===== src/rtl/cpu_param.sv =====
// Parametrised Hack CPU core: A/D registers, ALU, PC and jump unit, with a hold
// input, registered write-latch outputs, and a WAIT state that stalls
// M-reading instructions until in_m is valid.
module cpu_param #(
    parameter int unsigned DATA_WIDTH   = 16,
    parameter int unsigned ADDR_WIDTH   = 15,
    parameter int unsigned READ_LATENCY = 0
) (
    input  logic                  clock,
    input  logic                  reset,
    input  logic                  hold,
    input  logic [DATA_WIDTH-1:0] instruction,
    input  logic [DATA_WIDTH-1:0] in_m,
    output logic [DATA_WIDTH-1:0] out_m,
    output logic                  write_m,
    output logic [ADDR_WIDTH-1:0] address_m,
    output logic [ADDR_WIDTH-1:0] pc,
    output logic [DATA_WIDTH-1:0] out_m_latch,
    output logic                  write_m_latch,
    output logic [ADDR_WIDTH-1:0] address_m_latch,
    output logic                  busy,
    output logic [DATA_WIDTH-1:0] a_out,
    output logic [DATA_WIDTH-1:0] d_out
);

    localparam logic [0:0] StExec = 1'b0;
    localparam logic [0:0] StWait = 1'b1;

    // Counter start value; unused when READ_LATENCY is 0.
    localparam int unsigned CntInit = (READ_LATENCY > 0) ? READ_LATENCY - 1 : 0;

    logic [0:0]            state_q, state_d;
    logic [2:0]            cnt_q, cnt_d;
    logic [DATA_WIDTH-1:0] a_q, a_d;
    logic [DATA_WIDTH-1:0] d_q, d_d;
    logic [ADDR_WIDTH-1:0] pc_q, pc_d;
    logic [DATA_WIDTH-1:0] out_m_latch_q;
    logic                  write_m_latch_q;
    logic [ADDR_WIDTH-1:0] address_m_latch_q;

    // Instruction fields; bits DATA_WIDTH-2..13 of a C-instruction are ignored.
    logic is_c, a_bit, zx, nx, zy, ny, fn, no;
    logic dest_a, dest_d, dest_m, j_lt, j_eq, j_gt;

    assign is_c   = instruction[DATA_WIDTH-1];
    assign a_bit  = instruction[12];
    assign zx     = instruction[11];
    assign nx     = instruction[10];
    assign zy     = instruction[9];
    assign ny     = instruction[8];
    assign fn     = instruction[7];
    assign no     = instruction[6];
    assign dest_a = instruction[5];
    assign dest_d = instruction[4];
    assign dest_m = instruction[3];
    assign j_lt   = instruction[2];
    assign j_eq   = instruction[1];
    assign j_gt   = instruction[0];

    logic [DATA_WIDTH-1:0] alu_x, alu_y, alu_out;
    logic                  zr, ng;

    // Standard Hack ALU: x is D, y is M or A depending on the a bit.
    always_comb begin
        alu_x = zx ? '0 : d_q;
        alu_x = nx ? ~alu_x : alu_x;
        alu_y = a_bit ? in_m : a_q;
        alu_y = zy ? '0 : alu_y;
        alu_y = ny ? ~alu_y : alu_y;
        alu_out = fn ? (alu_x + alu_y) : (alu_x & alu_y);
        alu_out = no ? ~alu_out : alu_out;
    end

    assign zr = (alu_out == '0);
    assign ng = alu_out[DATA_WIDTH-1];

    logic stall_req, exec_en, enter_wait, jump;

    // An M-reading C-instruction must wait for in_m when there is read latency.
    assign stall_req  = (READ_LATENCY != 0) && is_c && a_bit;
    assign exec_en    = !hold && (((state_q == StExec) && !stall_req) ||
                                  ((state_q == StWait) && (cnt_q == 3'd0)));
    assign enter_wait = !hold && (state_q == StExec) && stall_req;
    assign jump       = is_c && ((j_lt && ng) || (j_eq && zr) || (j_gt && !ng && !zr));

    assign out_m     = alu_out;
    assign write_m   = is_c && dest_m && !hold && (state_q == StExec) && !stall_req;
    assign address_m = a_q[ADDR_WIDTH-1:0];

    // Next architectural state and WAIT sequencing.
    always_comb begin
        state_d = state_q;
        cnt_d   = cnt_q;
        a_d     = a_q;
        d_d     = d_q;
        pc_d    = pc_q;
        if (enter_wait) begin
            state_d = StWait;
            cnt_d   = 3'(CntInit);
        end else if (!hold && (state_q == StWait) && (cnt_q != 3'd0)) begin
            cnt_d = cnt_q - 3'd1;
        end else if (exec_en) begin
            state_d = StExec;
            if (!is_c) begin
                a_d = {1'b0, instruction[DATA_WIDTH-2:0]};
            end else begin
                if (dest_a) a_d = alu_out;
                if (dest_d) d_d = alu_out;
            end
            // Jump target is the A value before this edge's update.
            pc_d = jump ? a_q[ADDR_WIDTH-1:0] : pc_q + {{(ADDR_WIDTH-1){1'b0}}, 1'b1};
        end
    end

    // State registers; reset overrides hold and abandons any pending WAIT.
    always_ff @(posedge clock) begin
        if (reset) begin
            state_q           <= StExec;
            cnt_q             <= 3'd0;
            a_q               <= '0;
            d_q               <= '0;
            pc_q              <= '0;
            out_m_latch_q     <= '0;
            write_m_latch_q   <= 1'b0;
            address_m_latch_q <= '0;
        end else begin
            state_q <= state_d;
            cnt_q   <= cnt_d;
            a_q     <= a_d;
            d_q     <= d_d;
            pc_q    <= pc_d;
            if (exec_en) begin
                out_m_latch_q     <= out_m;
                write_m_latch_q   <= write_m;
                address_m_latch_q <= address_m;
            end
        end
    end

    assign pc              = pc_q;
    assign out_m_latch     = out_m_latch_q;
    assign write_m_latch   = write_m_latch_q;
    assign address_m_latch = address_m_latch_q;
    assign busy            = (state_q == StWait);
    assign a_out           = a_q;
    assign d_out           = d_q;

endmodule


===== config.mk =====
export PLATFORM = sky130hd
export DESIGN_NAME = cpu_param
export DESIGN_NICKNAME = d
export VERILOG_FILES = /design/src/rtl/cpu_param.sv
export SDC_FILE = /design/constraint.sdc
export NUM_CORES = 1
export LEC_CHECK = 0
export CELL_PAD_IN_SITES_DETAIL_PLACEMENT = 0
export CELL_PAD_IN_SITES_GLOBAL_PLACEMENT = 1
export CORE_AREA = 2 2 123 125
export CTS_CLUSTER_SIZE = 14
export DETAILED_ROUTE_END_ITERATION = 8
export DIE_AREA = 0 0 125 127
export PLACE_DENSITY = 0.86
export SETUP_SLACK_MARGIN = 0.1
export SYNTH_ARGS = -nofsm -noshare
export SYNTH_HDL_FRONTEND = slang
export SYNTH_SLANG_ARGS = --single-unit

===== constraint.sdc =====
create_clock -name clock -period 12.9 [get_ports clock]
set_clock_uncertainty 0.05 [all_clocks]
set_input_delay 3.87 -clock clock [delete_from_list [all_inputs] [get_ports clock]]
set_output_delay 3.87 -clock clock [all_outputs]
set_load 0.02 [all_outputs]

==> reports/qor.yml, run 1 <==
worst-r2r-cell-count: 15
endpoint_kind: "output pin"
synth.net_count: 749
synthAdderAreaFrac: 0.0418
timing.rr.start: "a_out[0]$_SDFFE_PP0P_"
crit_arrival_ps: 8280
timing.critical_path.buf_inv: 3
min_to: "out_m_latch[10]$_SDFFE_PP0N_"
critPathRequiredTime_ps: 8980
rsz0062_at_grt: "false"
grt_pass1_vias: 5251
clockBufferDepth: 2
hold_start: "out_m_latch[10]$_SDFFE_PP0N_"
wl_per_cell_um: 19.6
diodes: 0
clock-root-buffer: "clkbuf_16"
coreArea_um2: 14400
synth-edff-count: 0
yosys.area_share.simple: 0.232
crit_family: "buffers and inverters"
power_switching_w: 0.000369
drive_gt1_frac: 0.0692
final_hold_viol_count: 0
reg2reg_to: "pc[4]$_SDFFE_PP0N_"
gp_congestion: 0.935
ir_drop_v: 0.0000887
die_y_um: 127
p_per_area_nw_per_um2: 131
cpMostUsedCell: "clkdlybuf4s50_1"
crit_fanout: 9
overflow: 0
cp_slowest_stage_delay_ps: 820
hp-class: "flip-flop to flip-flop"
start_util: 0.386
hold_buffers: 0
cts.sinks: 79
muxShareOfSynthArea: 0.0890
fill_cells: 1449
multi_input_area_um2: 3510
post_cts_resize_count: 0
cts_tree: "built"
grt_max_degree: 80
io_pins: 147
ant_nets: 0
cts_buffers: 9
p_int_w: 0.000581
pwr-share-clk: 0.285
hold_ws_ps: 415
synth_ff_type: "dfxtp_1"
synth-compound-area-share: 0.182
routed_wl_um: 19400
nets: 857
num_vias: 5483
drt-pass1-iter-count: 5
syn_to_final_growth_pct: 30.3
yosysWarnings: 0
power_frac_seq: 0.298
total_power_w: 0.000950
combinationalPowerShare: 0.417
startpoint_type: "input port"
viasPerCell: 5.52
maxCapViolCount: 0
synthXorXnorAreaFrac: 0.0849
seq_area_um2: 1580
switching_share: 0.388
synth.distinct_cells: 69
r2r_slack_ps: 8000
dieArea_um2: 15900
slew-limit-headroom: 0.385
avgSynthCellArea_um2: 8.00
clk_latency_ps: 360
final_common_cell: "clkdlybuf4s50_1"
tns_ps: 0
drc: 0
fin_crit_sh: 0.946
synth-seq-cells: 79
p_leak_nw: 2.75
row_count: 44
dp_hpwl_um: 14200
ys_seq_area_frac: 0.284
crit_type: "input port to output pin"
htree_levels: 3
synth_top_family_by_area: "simple AND/OR/NAND/NOR gates"
postCtsSetupBuffers: 0
die_w_um: 125
io_buffers: 145
status: "finished, final reports clean"
synth_area_um2: 5570
min_path_cells: 2
synth-async-reset-ratio: 0
cp_slowest_cell: "clkdlybuf4s50_1"
grt_usage: 0.239
layout_min_cycle_time_ps: 12200
synthCells: 696
grt_pass1_wl_um: 30000
drtIter0Drc: 424
final_cell_mix: "clkdlybuf4s50_1, nand2_1, nor2_1, dfxtp_1, a21oi_1"
maxSlewViolCount: 0
clkTransAtPathRegs_ps: 60
max_freq_mhz: 82.0
antenna_found_initial: 0
setup_viol: 0
tightest_slew_ps: 922
crit_chain: "clkdlybuf4s50_1 > mux2i_1 > nor2_1 > xor2_1 > ha_1 > fa_1 > a211oi_1 > o21ai_1 > o211ai_2 > a2111oi_0 > nor3_1 > xnor2_1 > inv_1 > clkdlybuf4s50_1"
## synth_stat cells (2+ instances only)
library cell	count	area, um^2
buf_2	3	15.0
o21ai_0	11	55.1
ha_1	17	213
nor3_1	9	45.0
and3_1	9	56.3
clkbuf_1	31	116
a21oi_1	50	250
nand3_1	30	150
nand2_1	84	315
clkbuf_4	2	15.0
nor3b_1	2	15.0
nand4_1	2	12.5
xor2_1	18	158
mux2_2	2	22.5
nor2_1	80	300
nor2b_1	9	56.3
o21a_1	4	30.0
nor4b_1	2	17.5
o211a_1	2	20.0
a211o_1	2	17.5
a21o_1	7	52.6
and2_1	3	18.8
xnor2_1	36	315
a41oi_2	3	48.8
a22oi_1	2	15.0
nor4_1	3	18.8
nand2b_1	18	113
buf_6	12	135
a2111oi_0	2	17.5
nand3b_1	9	67.6
mux2i_1	45	450
dfxtp_1	79	1580
a31oi_1	8	50.1
or4_1	5	37.5
o311ai_0	2	17.5
a41oi_1	9	78.8
inv_1	16	60.1
a211oi_1	16	120
o211ai_1	7	52.6
buf_4	16	120
## sequential cells by signal (all words and copies together), names as in the netlist
signal and count:
a_out 16, address_m_latch 15, d_out 16, out_m_latch 16
pc 15, write_m_latch 1
## power groups by stage
| stage | Sequential (W) | Combinational [W] | Clock [W] |
|---|---|---|---|
| 2_1_floorplan | 0.000305 | 0.000225 | 0 |
| 3_5_place_dp | 0.000289 | 0.000392 | 0 |
| 5_1_grt | 0.000286 | 0.000425 | 0.000284 |
| 4_1_cts | 0.000284 | 0.000395 | 0.000275 |
| 3_3_place_gp | 0.000288 | 0.000392 | 0 |
| 6_report | 0.000283 | 0.000396 | 0.000271 |
## logic make-up after synthesis
kind of cell    count (synthesis)
compound gates                142
xor+xnor                       54
fa+ha+maj                      18
buf+inv                        82
flops                          79
mux                            48
other cells                     1
simple gates                  272
## per-stage QoR
step	area, um^2	cells	utilization	setup slack (ps)
2_1_floorplan	5570	696	-	1830
3_3_place_gp	6960	977	0.482	816
3_5_place_dp	6960	977	0.482	810
4_1_cts	7260	993	0.503	789
5_1_grt	7260	993	0.503	525
6_report	7260	993	0.503	698
## layout make-up
type                       instances  area share
clock buffer                      10      0.0316
clock inverter                     6     0.00931
inverter                          16     0.00828
multi-input combinational        535       0.484
sequential                        79       0.218
tap                              184      0.0317
timing repair buffer             163       0.217
## worst max-delay path by stage
stage | end | slack [ps] | startpoint | cells after the start
6_report | out_m[14] | 700 | instruction[12] | 14
5_1_grt | out_m[14] | 520 | instruction[12] | 14
4_1_cts | out_m[14] | 790 | instruction[12] | 14
3_5_place_dp | out_m[14] | 810 | instruction[12] | 14
3_3_place_gp | out_m[8] | 820 | instruction[12] | 13
2_1_floorplan | out_m[14] | 1830 | instruction[12] | 14
## metal layers
layer  share of wire  global-route usage  vias to the layer above
met4           0.015              0.0765                        0
li1                -                   -                     2638
met5               0                   0                        -
met1            0.46               0.323                     2633
met2            0.46               0.387                      192
met3           0.058              0.0461                       20
## worst register-to-register path, stage by stage (launching register included)
cell and delay [ps]:
dfxtp_1 460, mux2i_1 110, nor2_1 130, xor2_1 90, ha_1 260, fa_1 450
a211oi_1 320, o21ai_1 170, o211ai_2 250, a31oi_1 240, or4_1 490, a2111oi_2 440
o2111ai_2 290, mux2i_4 360, or4_1 540, a41oi_2 170
No activity file was read; power rests on OpenSTA's default activity.
==> inputs of run 2 (changes only) <==
--- a/config.mk
+++ b/config.mk
@@ -11,7 +11,7 @@
 export CTS_CLUSTER_SIZE = 14
 export DETAILED_ROUTE_END_ITERATION = 8
 export DIE_AREA = 0 0 125 127
-export PLACE_DENSITY = 0.86
+export PLACE_DENSITY = 0.88
 export SETUP_SLACK_MARGIN = 0.1
 export SYNTH_ARGS = -nofsm -noshare
 export SYNTH_HDL_FRONTEND = slang
==> run 2 against run 1 <==
Via count is 3.0% lower. Wire length is 8.3% lower. Cell area hardly changed. Sequential share of layout area hardly changed. Utilization hardly changed. Largest cell class unchanged. Largest power group unchanged. Register-to-register slack better by 60 ps. Sequential power hardly changed. Highest routed layer unchanged. First-iteration DRC count is 11% lower. Clock power hardly changed. Count of clock-buffer cells in the layout stayed put. Non-clock buffer count is 1 lower.
==> reports/qor.yml, run 2 (synthesis results as in run 1) <==
status: "finished, final reports clean"
io_pins: 147
drive_gt1_frac: 0.0693
syn_to_final_growth_pct: 30.4
diodes: 0
rsz0062_at_grt: "false"
tns_ps: 0
grt_pass1_vias: 4960
cts.sinks: 79
setup_viol: 0
crit_fanout: 11
maxCapViolCount: 0
drc: 0
viasPerCell: 5.36
dp_cells: 976
io_buffers: 145
p_per_area_nw_per_um2: 130
tightest_slew_ps: 908
coreArea_um2: 14400
critPathRequiredTime_ps: 8980
timing.rr.start: "a_out[0]$_SDFFE_PP0P_"
endpoint_kind: "output pin"
crit_arrival_ps: 8130
hold_start: "out_m_latch[6]$_SDFFE_PP0N_"
ant_nets: 0
ir_drop_v: 0.000100
cts_buffers: 9
start_util: 0.386
clkTransAtPathRegs_ps: 60
grt_usage: 0.224
nets: 856
maxSlewViolCount: 0
num_vias: 5318
crit_type: "input port to output pin"
clk_latency_ps: 350
cts_tree: "built"
post_cts_resize_count: 0
row_count: 44
final_common_cell: "clkdlybuf4s50_1"
setup_ws_ps: 848
layout_min_cycle_time_ps: 12050
final_cell_mix: "clkdlybuf4s50_1, nand2_1, nor2_1, dfxtp_1, a21oi_1"
clockBufferDepth: 2
met1_usage: 0.315
overflow: 0
final_hold_viol_count: 0
die_y_um: 127
fin_crit_sh: 0.934
grt_max_degree: 80
clock-root-buffer: "clkbuf_16"
die_w_um: 125
gr-max-usage-layer: "met2"
grt_pass1_wl_um: 28300
startpoint_type: "input port"
max_freq_mhz: 83.0
drt-pass1-iter-count: 5
hp-class: "flip-flop to flip-flop"
dp_hpwl_um: 12900
grt_use_met3: 0.0578
critPathLaunch: "instruction[12]"
postCtsSetupBuffers: 0
dieArea_um2: 15900
dpl_worst_slack_ps: 927
fin_cells: 992
antenna_found_initial: 0
gp_congestion: 0.954
r2r_slack_ps: 8060
wl_per_cell_um: 18.0
use_met2: 0.337
routed_wl_um: 17800
drtIter0Drc: 376
hold_buffers: 0
htree_levels: 3
p_leak_nw: 2.76
slew-limit-headroom: 0.395
run 2: per-layer routing:
metal	vias to the layer above	share of wire
li1	2653	-
met1	2481	0.48
met2	162	0.44
met3	22	0.063
met4	0	0.022
met5	-	0
run 2: layout make-up:
| type | count | area, um^2 |
|---|---|---|
| flip-flops and latches | 79 | 1580 |
| multi-input cells | 535 | 3510 |
| fillers | 1434 | 7160 |
| well taps | 184 | 230 |
| clock buffers | 10 | 239 |
| inverters | 16 | 60.1 |
| clock inverters | 6 | 68.8 |
| repair buffers | 162 | 1570 |
run 2: worst paths after layout:
kind                                  to  cells after the start
max                            out_m[13]                     14
min          out_m_latch[6]$_SDFFE_PP0N_                      2
max reg2reg          pc[13]$_SDFFE_PP0N_                     15
min reg2reg  out_m_latch[6]$_SDFFE_PP0N_                      2
run 2: metrics by stage:
step / cell area [um^2] / hold slack, ps / power, W / utilization
5_1_grt: 7260 / 440 / 0.000992 / 0.503
3_3_place_gp: 6950 / 398 / 0.000674 / 0.482
2_1_floorplan: 5570 / 491 / 0.000530 / -
6_report: 7260 / 415 / 0.000941 / 0.503
3_5_place_dp: 6950 / 406 / 0.000673 / 0.482
4_1_cts: 7260 / 419 / 0.000946 / 0.503
run 2: where the power goes:
part	leakage [nW]	internal, W	switching, W
Combinational	1.96	0.000166	0.000222
Clock	0.154	0.000157	0.000113
Sequential	0.646	0.000263	0.0000195
run 2: worst max-delay path: stages:
cell and delay, ps:
clkdlybuf4s50_1 880, buf_4 260, mux2i_1 200, nor2_1 70, xor2_1 230, ha_1 350
a21o_1 260, a211o_2 330, a21oi_1 220, a31oi_1 160, mux2i_1 350, xnor2_1 220
inv_1 100, clkdlybuf4s50_1 640
